### src/rtl/mc_control_fsm.sv
// Multicycle RV64 main control FSM with multi-beat D-cache accesses and a stall watchdog.
// Define MC_FSM_TRAP_EN for a recoverable one-cycle trap; otherwise TRAP is terminal.
//
// state    | meaning
// ---------+----------------------------------------------------------
// FETCH    | request I-cache, latch instruction and PC+4 when not stalled
// DECODE   | classify opcode, precompute PC+imm
// MEMADDR  | compute rs1+imm, clear beat counter
// MEMREAD  | D-cache read beats
// MEMWB    | write loaded data to rd
// MEMWRITE | D-cache write beats
// EXECR    | register-register ALU op
// EXECI    | register-immediate ALU op
// ALUWB    | write ALU result to rd
// JAL      | redirect PC to jump target
// BRANCH   | compare and conditionally redirect PC
// LOADI    | write upper immediate to rd
// TRAP     | system / illegal instruction
module mc_control_fsm #(
    parameter int MEM_BEATS     = 2,
    parameter int STALL_TIMEOUT = 1024
) (
    input  logic       clk,
    input  logic       arstn,
    input  logic [6:0] i_op,
    input  logic [2:0] i_func_3,
    input  logic       i_func_7_5,
    input  logic       i_stall_instr,
    input  logic       i_stall_data,
    input  logic       i_access_split,
    output logic [1:0] o_alu_op,
    output logic [1:0] o_result_src,
    output logic [1:0] o_alu_src_1,
    output logic [1:0] o_alu_src_2,
    output logic       o_reg_write_en,
    output logic       o_pc_update,
    output logic       o_mem_write_en,
    output logic       o_instr_write_en,
    output logic       o_addr_write_en,
    output logic       o_start_i_cache,
    output logic       o_start_d_cache,
    output logic       o_branch,
    output logic       o_mem_reg_we,
    output logic [((MEM_BEATS > 1) ? $clog2(MEM_BEATS) : 1)-1:0] o_beat_idx,
    output logic       o_timeout,
    output logic       o_trap,
    output logic       o_illegal,
    output logic [3:0] o_state
);

    localparam int BW = (MEM_BEATS > 1) ? $clog2(MEM_BEATS) : 1;
    localparam int WW = $clog2(STALL_TIMEOUT + 1);
    localparam logic [BW-1:0] LAST_BEAT = BW'(MEM_BEATS - 1);
    localparam logic [WW-1:0] WD_LIMIT  = WW'(STALL_TIMEOUT);
    localparam logic [WW-1:0] WD_PRE    = WW'(STALL_TIMEOUT - 1);

    localparam logic [6:0] OP_LOAD      = 7'b0000011;
    localparam logic [6:0] OP_STORE     = 7'b0100011;
    localparam logic [6:0] OP_JALR      = 7'b1100111;
    localparam logic [6:0] OP_IMM       = 7'b0010011;
    localparam logic [6:0] OP_IMM_32    = 7'b0011011;
    localparam logic [6:0] OP_REG       = 7'b0110011;
    localparam logic [6:0] OP_REG_32    = 7'b0111011;
    localparam logic [6:0] OP_BRANCH    = 7'b1100011;
    localparam logic [6:0] OP_JAL       = 7'b1101111;
    localparam logic [6:0] OP_AUIPC     = 7'b0010111;
    localparam logic [6:0] OP_LUI       = 7'b0110111;
    localparam logic [6:0] OP_FENCE     = 7'b0001111;
    localparam logic [6:0] OP_SYSTEM    = 7'b1110011;

    typedef enum logic [3:0] {
        S_FETCH    = 4'd0,
        S_DECODE   = 4'd1,
        S_MEMADDR  = 4'd2,
        S_MEMREAD  = 4'd3,
        S_MEMWB    = 4'd4,
        S_MEMWRITE = 4'd5,
        S_EXECR    = 4'd6,
        S_EXECI    = 4'd7,
        S_ALUWB    = 4'd8,
        S_JAL      = 4'd9,
        S_BRANCH   = 4'd10,
        S_LOADI    = 4'd11,
        S_TRAP     = 4'd12
    } state_t;

    typedef enum logic [1:0] {
        K_LOAD  = 2'd0,
        K_STORE = 2'd1,
        K_JALR  = 2'd2
    } mem_kind_t;

    state_t          state_q, state_d;
    mem_kind_t       kind_q, kind_d;
    logic            is_w_q, is_w_d;
    logic [BW-1:0]   beat_q, beat_d;
    logic [WW-1:0]   wd_q, wd_d;
    logic            timeout_q, timeout_d;
    logic            illegal_q, illegal_d;
    logic            stalled;

    // funct fields are consumed by the ALU decoder in the datapath, not here
    logic unused_funct;
    assign unused_funct = ^{i_func_3, i_func_7_5};

    always_comb begin
        state_d   = state_q;
        kind_d    = kind_q;
        is_w_d    = is_w_q;
        beat_d    = beat_q;
        timeout_d = timeout_q;
        illegal_d = illegal_q;

        stalled = ((state_q == S_FETCH) && i_stall_instr) ||
                  (((state_q == S_MEMREAD) || (state_q == S_MEMWRITE)) && i_stall_data);

        case (state_q)
            S_FETCH: if (!i_stall_instr) state_d = S_DECODE;
            S_DECODE: begin
                is_w_d = (i_op == OP_REG_32) || (i_op == OP_IMM_32);
                case (i_op)
                    OP_LOAD:   begin state_d = S_MEMADDR; kind_d = K_LOAD;  end
                    OP_STORE:  begin state_d = S_MEMADDR; kind_d = K_STORE; end
                    OP_JALR:   begin state_d = S_MEMADDR; kind_d = K_JALR;  end
                    OP_IMM, OP_IMM_32: state_d = S_EXECI;
                    OP_REG, OP_REG_32: state_d = S_EXECR;
                    OP_BRANCH: state_d = S_BRANCH;
                    OP_JAL:    state_d = S_JAL;
                    OP_AUIPC:  state_d = S_ALUWB;
                    OP_LUI:    state_d = S_LOADI;
                    OP_FENCE:  state_d = S_FETCH;
                    OP_SYSTEM: state_d = S_TRAP;
                    default: begin
                        state_d   = S_TRAP;
                        illegal_d = 1'b1;
                    end
                endcase
            end
            S_MEMADDR: begin
                beat_d = '0;
                case (kind_q)
                    K_LOAD:  state_d = S_MEMREAD;
                    K_STORE: state_d = S_MEMWRITE;
                    default: state_d = S_JAL;
                endcase
            end
            S_MEMREAD, S_MEMWRITE: begin
                if (!i_stall_data) begin
                    // a split request on the last legal beat saturates instead of wrapping
                    if (i_access_split && (beat_q < LAST_BEAT)) begin
                        beat_d = beat_q + BW'(1);
                    end else begin
                        beat_d  = '0;
                        state_d = (state_q == S_MEMREAD) ? S_MEMWB : S_FETCH;
                    end
                end
            end
            S_EXECR, S_EXECI, S_JAL: state_d = S_ALUWB;
            S_MEMWB, S_ALUWB, S_LOADI, S_BRANCH: state_d = S_FETCH;
`ifdef MC_FSM_TRAP_EN
            S_TRAP: state_d = S_FETCH;
`else
            S_TRAP: state_d = S_TRAP;
`endif
            default: state_d = S_FETCH;
        endcase

        if (!stalled) begin
            wd_d = '0;
        end else if (wd_q == WD_LIMIT) begin
            wd_d = wd_q;
        end else begin
            wd_d = wd_q + WW'(1);
        end
        if (stalled && (wd_q == WD_PRE)) timeout_d = 1'b1;
    end

    always_ff @(posedge clk or negedge arstn) begin
        if (!arstn) begin
            state_q   <= S_FETCH;
            kind_q    <= K_LOAD;
            is_w_q    <= 1'b0;
            beat_q    <= '0;
            wd_q      <= '0;
            timeout_q <= 1'b0;
            illegal_q <= 1'b0;
        end else begin
            state_q   <= state_d;
            kind_q    <= kind_d;
            is_w_q    <= is_w_d;
            beat_q    <= beat_d;
            wd_q      <= wd_d;
            timeout_q <= timeout_d;
            illegal_q <= illegal_d;
        end
    end

    always_comb begin
        o_alu_op         = 2'b00;
        o_result_src     = 2'b00;
        o_alu_src_1      = 2'b00;
        o_alu_src_2      = 2'b00;
        o_reg_write_en   = 1'b0;
        o_pc_update      = 1'b0;
        o_mem_write_en   = 1'b0;
        o_instr_write_en = 1'b0;
        o_addr_write_en  = 1'b0;
        o_start_i_cache  = 1'b0;
        o_start_d_cache  = 1'b0;
        o_branch         = 1'b0;
        o_mem_reg_we     = 1'b0;
        o_trap           = 1'b0;

        case (state_q)
            S_FETCH: begin
                o_start_i_cache = 1'b1;
                o_alu_src_2     = 2'b10;
                o_result_src    = 2'b10;
                if (!i_stall_instr) begin
                    o_instr_write_en = 1'b1;
                    o_addr_write_en  = 1'b1;
                    o_pc_update      = 1'b1;
                end
            end
            S_DECODE: begin
                o_alu_src_1 = 2'b01;
                o_alu_src_2 = 2'b01;
            end
            S_MEMADDR: begin
                o_alu_src_1 = 2'b10;
                o_alu_src_2 = 2'b01;
            end
            S_MEMREAD, S_MEMWRITE: begin
                o_start_d_cache = 1'b1;
                if (beat_q == '0) begin
                    o_alu_src_1 = 2'b10;
                    o_alu_src_2 = 2'b01;
                end else begin
                    o_alu_src_1 = 2'b11;
                    o_alu_src_2 = 2'b10;
                end
                if (i_stall_data) begin
                    o_addr_write_en = 1'b1;
                end else begin
                    o_mem_reg_we   = 1'b1;
                    o_mem_write_en = (state_q == S_MEMWRITE);
                end
            end
            S_MEMWB: begin
                o_reg_write_en = 1'b1;
                o_result_src   = 2'b01;
            end
            S_EXECR: begin
                o_alu_src_1 = 2'b10;
                o_alu_op    = is_w_q ? 2'b11 : 2'b10;
            end
            S_EXECI: begin
                o_alu_src_1 = 2'b10;
                o_alu_src_2 = 2'b01;
                o_alu_op    = is_w_q ? 2'b11 : 2'b10;
            end
            S_ALUWB: o_reg_write_en = 1'b1;
            S_JAL: begin
                o_alu_src_1 = 2'b01;
                o_alu_src_2 = 2'b10;
                o_pc_update = 1'b1;
            end
            S_BRANCH: begin
                o_alu_src_1 = 2'b10;
                o_alu_op    = 2'b01;
                o_branch    = 1'b1;
            end
            S_LOADI: begin
                o_alu_src_1    = 2'b11;
                o_alu_src_2    = 2'b01;
                o_result_src   = 2'b10;
                o_reg_write_en = 1'b1;
            end
            S_TRAP: begin
                o_trap = 1'b1;
`ifdef MC_FSM_TRAP_EN
                o_pc_update  = 1'b1;
                o_result_src = 2'b11;
`endif
            end
            default: ;
        endcase
    end

    assign o_beat_idx = beat_q;
    assign o_timeout  = timeout_q;
    assign o_illegal  = illegal_q;
    assign o_state    = state_q;

endmodule

### config.mk
export PLATFORM = sky130hd
export DESIGN_NAME = mc_control_fsm
export DESIGN_NICKNAME = d
export VERILOG_FILES = /design/src/rtl/mc_control_fsm.sv
export SDC_FILE = /design/constraint.sdc
export NUM_CORES = 1
export LEC_CHECK = 0
export ABC_AREA = 0
export CORE_UTILIZATION = 49
export DETAILED_ROUTE_END_ITERATION = 10
export PLACE_DENSITY = 0.8
export RECOVER_POWER = 50
export SLEW_MARGIN = 10
export SYNTH_ARGS = -nofsm -noshare
export SYNTH_HDL_FRONTEND = slang
export SYNTH_SLANG_ARGS = --single-unit
### constraint.sdc
create_clock -name clk -period 1.9 [get_ports clk]
set_input_delay 0.19 -clock clk [delete_from_list [all_inputs] [get_ports clk]]
set_output_delay 0.19 -clock clk [all_outputs]
set_load 0.03 [all_outputs]
======== Word-level counts from Yosys, hierarchy flattened ========
Index checks and enable logic that the tools add are counted.
cells by class
  mux-type cells .......................... 34
  eq/ne operators ......................... 32
  $lt $le $gt $ge ......................... 1
  reductions and logical operators ........ 28
  $add $sub $neg .......................... 2
  bitwise gates (word level) .............. 1
operator list
  kind                                                    number
  one-hot mux 4 bit (8 select lines)                      1
  equality test 7 x 6 -> 1 bit (second input constant)    4
  equality test 7 bit (second input constant)             4
  one-hot mux 4 bit (6 select lines)                      1
  2-to-1 mux 11 bit                                       2
  equality test 7 x 5 -> 1 bit (second input constant)    3
  equality test 4 bit (second input constant)             5
  equality test 4 x 3 -> 1 bit (second input constant)    4
  2-to-1 mux 1 bit                                        16
  OR reduction 2 bit                                      7
  OR reduction 13 bit                                     1
  2-to-1 mux 4 bit                                        3
  one-hot mux 2 bit (3 select lines)                      2
  adder 11 x 1 -> 11 bit (second input constant)          1
  equality test 11 x 10 -> 1 bit (second input constant)  1
  equality test 11 bit (second input constant)            1
  OR reduction 3 bit                                      3
  equality test 4 x 2 -> 1 bit (second input constant)    2
  != test 2 bit (second input constant)                   4
  one-hot mux 2 bit (2 select lines)                      2
  one-hot mux 2 bit (4 select lines)                      1
  one-hot mux 4 bit (2 select lines)                      1
  OR reduction 4 bit                                      2
  equality test 7 x 2 -> 1 bit (second input constant)    1
  17 further kinds                                        26
word-level totals
  input port bits ......................... 16
  register bits after elaboration ......... 21
  word-level logic and storage cells ...... 105
  output and inout port bits .............. 25

======== Depth between registers and ports, before layout ========
Gate-level depths: netlist of the first run.
  depth in word-level cells ............... 5
  gate-level depth with buffers ........... 6

======== Worst setup path before layout of the first run ========
No wires, ideal clock.
  path type ............................... register to output
  start point ............................. register state_q[1], in the netlist o_state[1]
  end point ............................... output port o_addr_write_en
  path buffers ............................ 2
  stages on the path, launching flop included .. 6
  path slack .............................. -455 ps
  data arrival time ....................... 2165 ps
  path through ............................ dfrtp_1 -> buf_2 -> or2_2 -> clkbuf_1 -> nor3_1 -> nand2b_1
on the way
  longest elaborated chain between the ends .. 3
RTL lines
  element                                                                       line  RTL
  start, declared                                                               93    state_t state_q, state_d;
  start signal, assigned                                                        188   state_q <= state_d;
  equality test 4 x 2 -> 1 bit or equality test 4 x 3 -> 1 bit (tied branches)  214   case (state_q)
  OR reduction 2 bit                                                            214
  one-hot mux 1 bit (2 select lines) (*)                                        214
  end, declared                                                                 39    output logic o_addr_write_en,
Every way passes the cells marked *; elsewhere a longest branch is shown, timed or not.

======== Worst setup path in the final report of the first run ========
Same ends and word-level chain as after synthesis.

==> summary.md, run 1 <==
| Metric | Value |
|---|---|
| Reg2Reg Depth | 7 |
| Area growth from synthesis to layout | 46.9% |
| Cells after Synth | 203 |
| R2R Path Start | o_state[1]$_DFFE_PN0P_ |
| Count leader, synth | sky130_fd_sc_hd__nor2_1 |
| Sw Share | 46.9% |
| First drt pass iteration count | 4 |
| Hold crit path type | flop to flop |
| Die ar. | about 0.0035 mm^2 |
| Pin count of the biggest net entering global routing | 22 |
| Final setup vio count | 0 |
| Worst max-slew margin expressed relative to the limit | about 26% |
| Number of buffers created by CTS | 3 |
| Number of top-level pins | just over 40 |
| GR met3 Demand/Resource | under 10% |
| Transition at the pin with the smallest max-transition slack | roughly 1.1 ns |
| Required time at the worst-slack endpoint | 1.71 ns |
| Die H | roughly 60 um |
| Busiest layer in global routing | met2 |
| Final Hold Slack | 0.485 ns |
| Worst Setup Start Kind | flop |
| Average detailed-routed wire length per instance | 14.1 um |
| Most used DFF post-synth | sky130_fd_sc_hd__dfrtp_1 |
| Timing startpoint of the critical path | o_state[1]$_DFFE_PN0P_ |
| Synth top area cells | sky130_fd_sc_hd__dfrtp_1 33%, sky130_fd_sc_hd__nor2_1 5.4%, sky130_fd_sc_hd__nand2_1 4.7% |
| Synthesized area per cell | 7.93 um^2 |
| Number of antenna repair diodes | 0 |
| Post-synth EDFFs | 0 |
| P_sw | 0.00138 W |
| Crit-path max FO | 7 |
| Internal power consumption | 0.00156 W |
| Hold violation total from the final report | 0 |
| Setup CP Type | flop to output pin |
| Yosys top cell by area | sky130_fd_sc_hd__dfrtp_1 |
| Crit share post-route | between 90 and 100% |
| Via count | 1752 |
| Standard-cell rows | 20 |
| Slowest stage cell on the critical path | sky130_fd_sc_hd__dfrtp_2 |
| Min-Delay Path Depth | 1 |
| Starting density of the core | between 50% and 60% |
| First-pass GRT wire length | approximately 6.8 mm |
| Clock share of power | 7.2% |
| Worst Setup End Kind | output pin |
| Horiz. Die Dim | between 50 and 60 um |
| Net count after synthesis | 221 |
| Antenna violations before repair | 0 |
| Clock insertion delay at the later pin of the skew report | 0.30 ns |
| Post-synthesis async set-or-reset flop share | 100% |
| Post-synth design cell area | 0.00161 mm^2 |
| Number of library cell types mapped by synthesis | 51 |
| H-Tree Level Count | 1 |
| TritonCTS Sinks | 21 |
| Longest Clk Path Bufs | 2 |
| Filler instances | 229 |
| Share of synthesized area occupied by flip-flops and latches | 32.6% |
| TritonCTS clock tree | built |
| DRC errors left | 0 |
| Met1 Use GR | approximately 34% |
| Max-cap check violation count | 0 |
| Worst vdd ir | 0.595 mV |
| Cell Chain, Critical Path | buf_4 -> xor2_2 -> nand4b_1 -> nand2b_1 -> buf_6 |
| Share of final-layout standard cells stronger than drive strength 1 | 32.8% |
| Ys Warns | 0 |
| Met2 Track Usage GR | 42.5% |
| Max-slew violation total from the final report | 0 |
| Destination of the worst hold path | o_state[1]$_DFFE_PN0P_ |
| Worst hold start | kind_q[1]$_DFFE_PN0P_ |
| I/O Buffers | 36 |
| Total core area | 0.00308 mm^2 |
| Crit path DAT | 1.67 ns |
| Flop2flop setup slack | about 0.060 ns |
| Final nets | 287 |
| Combinational power share | 71.5% |
| Gr ovfl total | 0 |
| Critical path's largest stage delay | 0.46 ns |
| Pwr per Cell Area | 1240 mW/mm^2 |
| Vias in the first global route | 1540 |
| Max Clock Freq | 537 MHz |
| Number of storage elements in the synthesis netlist | 21 |
| Total Power Consumption | between 0.002 and 0.003 W |
| Post-layout min period | 1.86 ns |
| Post-detailed-routing wire length | 4.39 mm |
| Cell chosen for the clock root | sky130_fd_sc_hd__clkbuf_4 |
| Clock Skew | 0.000837 ns |
| Capturing point of the worst reg2reg path | o_state[2]$_DFFE_PN0P_ |
| Via count normalized by instance count | roughly 5.6 |
| Leakage Power | 1.03 nW |
| Clk slew on worst S/H paths | 0.11 ns |
| HPWL after detailed placement | approximately 3.3 mm |
| Routability congestion estimate from global placement | 0.832 |
| Violation count after the first detailed-route iteration | 87 |
| RSZ-0062 raised after global routing | yes |
| Number of nets with antenna violations after routing | 0 |
| Global routing usage summed across all routing layers | around a quarter |
| Outcome | finished, final reports clean |
| Yosys top cell area share | 32.6% |
| Part of the total power dissipated in sequential elements | 21.3% |
| Post-synth top cells | 23 x sky130_fd_sc_hd__nor2_1, 21 x sky130_fd_sc_hd__dfrtp_1, 20 x sky130_fd_sc_hd__nand2_1 |
-- power by group through the flow --
stage	sequential, W	combinational, W	clock (W)
after global routing	0.000635	0.00224	0.000239
after global placement	0.000636	0.00184	0
after CTS	0.000611	0.00196	0.000219
final	0.000626	0.00210	0.000212
after detailed placement	0.000640	0.00186	0
after floorplan	0.000669	0.00115	0
-- worst max-delay path by stage --
stage | cells after the start | slack, ns | to
after global routing | 5 | -0.04 | o_addr_write_en
after detailed placement | 7 | -0.12 | o_state[0]$_DFFE_PN0P_
final | 5 | 0.04 | o_addr_write_en
after global placement | 7 | -0.10 | o_state[0]$_DFFE_PN0P_
after floorplan | 5 | -0.14 | o_addr_write_en
after CTS | 5 | 0.01 | o_mem_reg_we
-- critical path, delay by kind of cell (launching register included) --
kind / cells / cell delay, ns
buf+inv: 2 / 0.33
xor+xnor: 1 / 0.18
simple gates: 2 / 0.39
flops: 1 / 0.46
-- placed cells by master (no fill, tap or decap), types with 3 or more instances in the layout --
cell                              Yosys  routed
sky130_fd_sc_hd__or2_4                2       3
sky130_fd_sc_hd__nand2_1             20      19
sky130_fd_sc_hd__nand3_1             11      10
sky130_fd_sc_hd__xnor2_1              5       5
sky130_fd_sc_hd__inv_1                9       9
sky130_fd_sc_hd__nand2b_1             8       6
sky130_fd_sc_hd__nand4_1              4       4
sky130_fd_sc_hd__a31oi_1              3       3
sky130_fd_sc_hd__clkbuf_4             0       3
sky130_fd_sc_hd__dfrtp_2              0       4
sky130_fd_sc_hd__buf_4                1      44
sky130_fd_sc_hd__and3_1               3       3
sky130_fd_sc_hd__buf_6                1      10
sky130_fd_sc_hd__clkdlybuf4s50_1      0      16
sky130_fd_sc_hd__o21ai_0             10      10
sky130_fd_sc_hd__nor2_1              23      23
sky130_fd_sc_hd__a21oi_1             12      10
sky130_fd_sc_hd__o22ai_1              5       3
sky130_fd_sc_hd__nor4_1               3       3
sky130_fd_sc_hd__xor2_1               7       6
sky130_fd_sc_hd__nor2b_1              3       3
sky130_fd_sc_hd__dfrtp_1             21      17
-- layout make-up --
type                       instances  area (um^2)  area share [%]
sequential                        21          531            22.4
tap                               44         55.1            2.33
inverter                           9         33.8            1.43
multi-input combinational        159         1080            45.7
clock buffer                       3         22.5           0.952
timing repair buffer              75          637            26.9
clock inverter                     1         5.00           0.212
-- metrics by stage --
step	setup WS [ns]	instance area [um^2]	instances	TNS (ns)	utilization, %
after global routing	-0.0403	2370	312	-0.118	76.9
final	0.0366	2370	312	0	76.9
after detailed placement	-0.125	2230	304	-0.236	72.4
after global placement	-0.100	2230	304	-0.189	72.4
after CTS	0.0137	2300	312	0	74.8
after floorplan	-0.139	1660	203	-0.184	-
-- flip-flops by register name, summed over array words and instances, names as in the netlist --
| name | cells |
|---|---|
| o_illegal | 1 |
| wd_q | 11 |
| o_timeout | 1 |
| o_beat_idx | 1 |
| o_state | 4 |
| kind_q | 2 |
| is_w_q | 1 |
-- cells by family (layout without fill, tap and decap cells) --
group / Yosys count / in the layout / synth area share, %
adders and majority gates: 2 / 2 / 1.55
xor gates and xnor gates: 12 / 12 / 6.53
and+or+nand+nor: 96 / 96 / 32.2
DFF: 21 / 21 / 32.6
AOI/OAI and AO/OA: 49 / 49 / 20.6
buffers and inverters: 23 / 88 / 6.53
-- metal layers --
layer	vias up	part of all wire [%]
li1	848	-
met1	853	45
met2	45	50
met3	6	3.8
met4	0	1.0
met5	-	0
-- repair_timing --
| item | CTS | global route |
|---|---|---|
| pin swaps | 0 | 2 |
| endpoints found under the setup margin | 8 | 9 |
| setup buffers | 4 | 0 |
| hold buffers | 0 | 0 |
| gates resized for setup | 8 | 22 |
Power figures use the tool's default switching activity.
==> run 2: changes to the inputs <==
--- a/config.mk
+++ b/config.mk
@@ -6,9 +6,10 @@
 export NUM_CORES = 1
 export LEC_CHECK = 0
 export ABC_AREA = 0
-export CORE_UTILIZATION = 49
+export CORE_ASPECT_RATIO = 1.5
+export CORE_UTILIZATION = 45
 export DETAILED_ROUTE_END_ITERATION = 10
-export PLACE_DENSITY = 0.8
+export PLACE_DENSITY = 0.74
 export RECOVER_POWER = 50
 export SLEW_MARGIN = 10
 export SYNTH_ARGS = -nofsm -noshare
==> run 2 against run 1 <==
Via count is 6.0% lower. Die area rose by 8.7%. Combinational power fell by 8%. Clock power is 46% higher. Cell count decreased by 5.8%. Global-route usage shrank 2.1 points. Wire length decreased by 6.4%. Largest cell class unchanged. Clock skew up 0.0033 ns. Worst setup slack better by 0.028 ns. Power fell by 3.2%.
==> summary.md, run 2 (synthesis results as in run 1) <==
| Metric | Value |
|---|---|
| Outcome | finished, final reports clean |
| Starting density of the core | 47.1% (-5.2 points) |
| Via count normalized by instance count | 5.60 (-0.24%) |
| P_sw | 0.00134 W (-2.7%) |
| Combinational power share | 67.8% (-3.7 points) |
| Total core area | 0.00342 mm^2 (+11%) |
| Crit path DAT | 1.65 ns (-0.02 ns) |
| Worst vdd ir | 1.03 mV (+72%) |
| Flop2flop setup slack | 0.12 ns (+0.06 ns) |
| Count of non-filler cells in the finished layout | 294 (-5.8%) |
| Area used by multi-input combinational logic | 0.00106 mm^2 (-2.1%) |
| Internal power consumption | 0.00150 W (-3.6%) |
| Antenna violations before repair | 0 (unchanged) |
| TritonCTS Sinks | 21 (unchanged) |
| Sw Share | 47.2% (+0.22 points) |
| Hold crit path type | flop to flop |
| First drt pass iteration count | 4 (unchanged) |
| I/O Buffers | 36 (unchanged) |
| Global routing usage summed across all routing layers | 23.2% (-2.1 points) |
| Filler instances | 300 (+31%) |
| Max-slew violation total from the final report | 0 (unchanged) |
| Final nets | 271 (-5.6%) |
| Worst hold start | o_timeout$_DFFE_PN0P_ |
| Clock insertion delay at the later pin of the skew report | 0.26 ns (-0.04 ns) |
| Most frequent cells in the layout | 33 x sky130_fd_sc_hd__buf_4, 22 x sky130_fd_sc_hd__nor2_1, 20 x sky130_fd_sc_hd__nand2_1, 17 x sky130_fd_sc_hd__clkdlybuf4s50_1, 17 x sky130_fd_sc_hd__dfrtp_1 |
| HPWL after detailed placement | 3.20 mm (-1.6%) |
| Max-cap check violation count | 0 (unchanged) |
| Final setup vio count | 0 (unchanged) |
| Reg2Reg Depth | 6 (-1) |
| Violation count after the first detailed-route iteration | 58 (-33%) |
| Placed Cells | 287 (-5.6%) |
| Capturing point of the worst reg2reg path | o_state[2]$_DFFE_PN0P_ |
| H-Tree Level Count | 1 (unchanged) |
| Worst Setup Start Kind | flop |
| Most common cell after layout, fill and taps aside | sky130_fd_sc_hd__buf_4 |
| Part of the total power dissipated in sequential elements | 21.3% (about the same) |
| Standard-cell rows | 26 (+30%) |
| Number of nets with antenna violations after routing | 0 (unchanged) |
| Clock share of power | 10.9% (+3.7 points) |
| TritonCTS clock tree | built |
| Crit-path max FO | 15 (+8) |
| Pwr per Cell Area | 1270 mW/mm^2 (+2.3%) |
| Clock Skew | 0.00418 ns (+0.00334 ns) |
| RSZ-0062 raised after global routing | yes |
| Die H | 75.3 um (+27%) |
| First-pass GRT wire length | 6.64 mm (-2.3%) |
| Longest Clk Path Bufs | 2 (unchanged) |
| Final Hold Slack | 0.464 ns (-0.0207 ns) |
| Transition at the pin with the smallest max-transition slack | 1.18 ns (+0.0592 ns) |
| Share of final-layout standard cells stronger than drive strength 1 | 27.8% (-5.1 points) |
| Clk slew on worst S/H paths | 0.09 ns (-0.02 ns) |
| Max Clock Freq | 545 MHz (+1.5%) |
| Horiz. Die Dim | 50.8 um (-14%) |
| Vias in the first global route | 1536 (-0.26%) |
| Combined flip-flop and latch cell area | 531 um^2 (unchanged) |
| Number of flip-flops in the largest register | 11 (unchanged) |
| Register with the most flip-flops | wd_q |
| Gr ovfl total | 0 (unchanged) |
| Leakage Power | 0.944 nW (-8.0%) |
| Post-detailed-routing wire length | 4.11 mm (-6.4%) |
| Pin count of the biggest net entering global routing | 22 (unchanged) |
| Cell chosen for the clock root | sky130_fd_sc_hd__clkbuf_8 |
| Crit share post-route | 96.6% (-1.5 points) |
| Number of antenna repair diodes | 0 (unchanged) |
| Post-CTS Hold Buffers | 0 (unchanged) |
| R2R Path Start | o_state[3]$_DFFE_PN0P_ |
| Average detailed-routed wire length per instance | 14.0 um (-0.67%) |
| Number of buffers created by CTS | 3 (unchanged) |
| Via count | 1647 (-6.0%) |
| Hold violation total from the final report | 0 (unchanged) |
| Worst max-slew margin expressed relative to the limit | 21.6% (-3.9 points) |
| Post-layout min period | 1.84 ns (-0.0282 ns) |
| Required time at the worst-slack endpoint | 1.71 ns (about the same) |
| Number of top-level pins | 41 (unchanged) |
| DRC errors left | 0 (unchanged) |
| Worst Setup End Kind | output pin |
| Routability congestion estimate from global placement | 0.850 (+2.2%) |
| Min-Delay Path Depth | 2 (+1) |
| Setup CP Type | flop to output pin |
| Area growth from synthesis to layout | 39.0% |
| Die ar. | 0.00383 mm^2 (+8.7%) |
| Destination of the worst hold path | o_timeout$_DFFE_PN0P_ |
## run 2: changes by cell type in the layout (fill, tap and decap cells not counted), sizes merged
| cell | delta |
|---|---|
| clkdlybuf4s50 | +1 |
| clkinv | -1 |
| clkinvlp | +1 |
| dlygate4sd3 | -1 |
| clkbuf | -1 |
| buf | -15 |
## run 2: layout make-up
| cell class | instances | share of cell area (%) |
|---|---|---|
| clock buffers | 3 | 1.84 |
| clock inverters | 1 | 0.335 |
| inverters | 9 | 1.51 |
| multi-input cells | 159 | 47.3 |
| flip-flops and latches | 21 | 23.7 |
| well taps | 42 | 2.35 |
| repair buffers | 59 | 22.9 |
## run 2: routing by layer
| metal | up-vias | global-route usage, % | share of wire (%) |
|---|---|---|---|
| met2 | 37 | 43.9 | 55 |
| met4 | 0 | 10.2 | 1.8 |
| li1 | 817 | - | - |
| met1 | 787 | 25.3 | 41 |
| met5 | - | 0 | 0 |
| met3 | 6 | 3.23 | 2.1 |
## run 2: worst max-delay path, stage by stage (launching register included)
cell                       delay [ns]
sky130_fd_sc_hd__dfrtp_2         0.41
sky130_fd_sc_hd__buf_4           0.19
sky130_fd_sc_hd__or3_4           0.40
sky130_fd_sc_hd__a211oi_4        0.21
sky130_fd_sc_hd__buf_6           0.16
## run 2: worst max-delay path by stage
stage | from | endpoint | slack (ns) | cells after the start
floorplan | o_state[1]$_DFFE_PN0P_ | o_addr_write_en | -0.14 | 5
global placement | i_op[4] | o_state[2]$_DFFE_PN0P_ | 0.002 | 6
detailed placement | i_op[4] | o_state[2]$_DFFE_PN0P_ | -0.03 | 6
CTS | o_state[0]$_DFFE_PN0P_ | o_pc_update | 0.003 | 4
global route | o_state[3]$_DFFE_PN0P_ | o_state[2]$_DFFE_PN0P_ | -0.01 | 6
finish | o_state[3]$_DFFE_PN0P_ | o_pc_update | 0.06 | 4
## run 2: timing repair
| item | 4_1_cts | 5_1_grt |
|---|---|---|
| pin swaps | 0 | 1 |
| buffers inserted | 1 | 2 |
| gates resized for setup | 5 | 13 |
| endpoints found under the setup margin | 3 | 5 |
| hold endpoints to repair | 0 | 0 |
## run 2: through the flow
step	instance area (um^2)	TNS (ns)	util (%)	setup WS, ns	total power [W]
finish	2240	0	65.5	0.0648	0.00285
global route	2240	-0.0120	65.5	-0.0120	0.00302
CTS	2190	0	64.1	0.00319	0.00276
detailed placement	2120	-0.0345	62.2	-0.0345	0.00241
global placement	2120	0	62.2	0.00244	0.00240
floorplan	1660	-0.184	-	-0.139	0.00182
## run 2: power groups by stage
stage	combinational, W	clock, W	sequential [W]
2_1_floorplan	0.00115	0	0.000669
3_3_place_gp	0.00178	0	0.000623
3_5_place_dp	0.00179	0	0.000625
4_1_cts	0.00183	0.000315	0.000610
5_1_grt	0.00206	0.000340	0.000617
6_report	0.00193	0.000310	0.000608
==> run 3: changes to the inputs <==
--- a/config.mk
+++ b/config.mk
@@ -11,7 +11,6 @@
 export DETAILED_ROUTE_END_ITERATION = 10
 export PLACE_DENSITY = 0.74
 export RECOVER_POWER = 50
-export SLEW_MARGIN = 10
 export SYNTH_ARGS = -nofsm -noshare
 export SYNTH_HDL_FRONTEND = slang
 export SYNTH_SLANG_ARGS = --single-unit
==> results of run 3 <==
The final DEF is identical to that of run 2; final timing and power are the same.
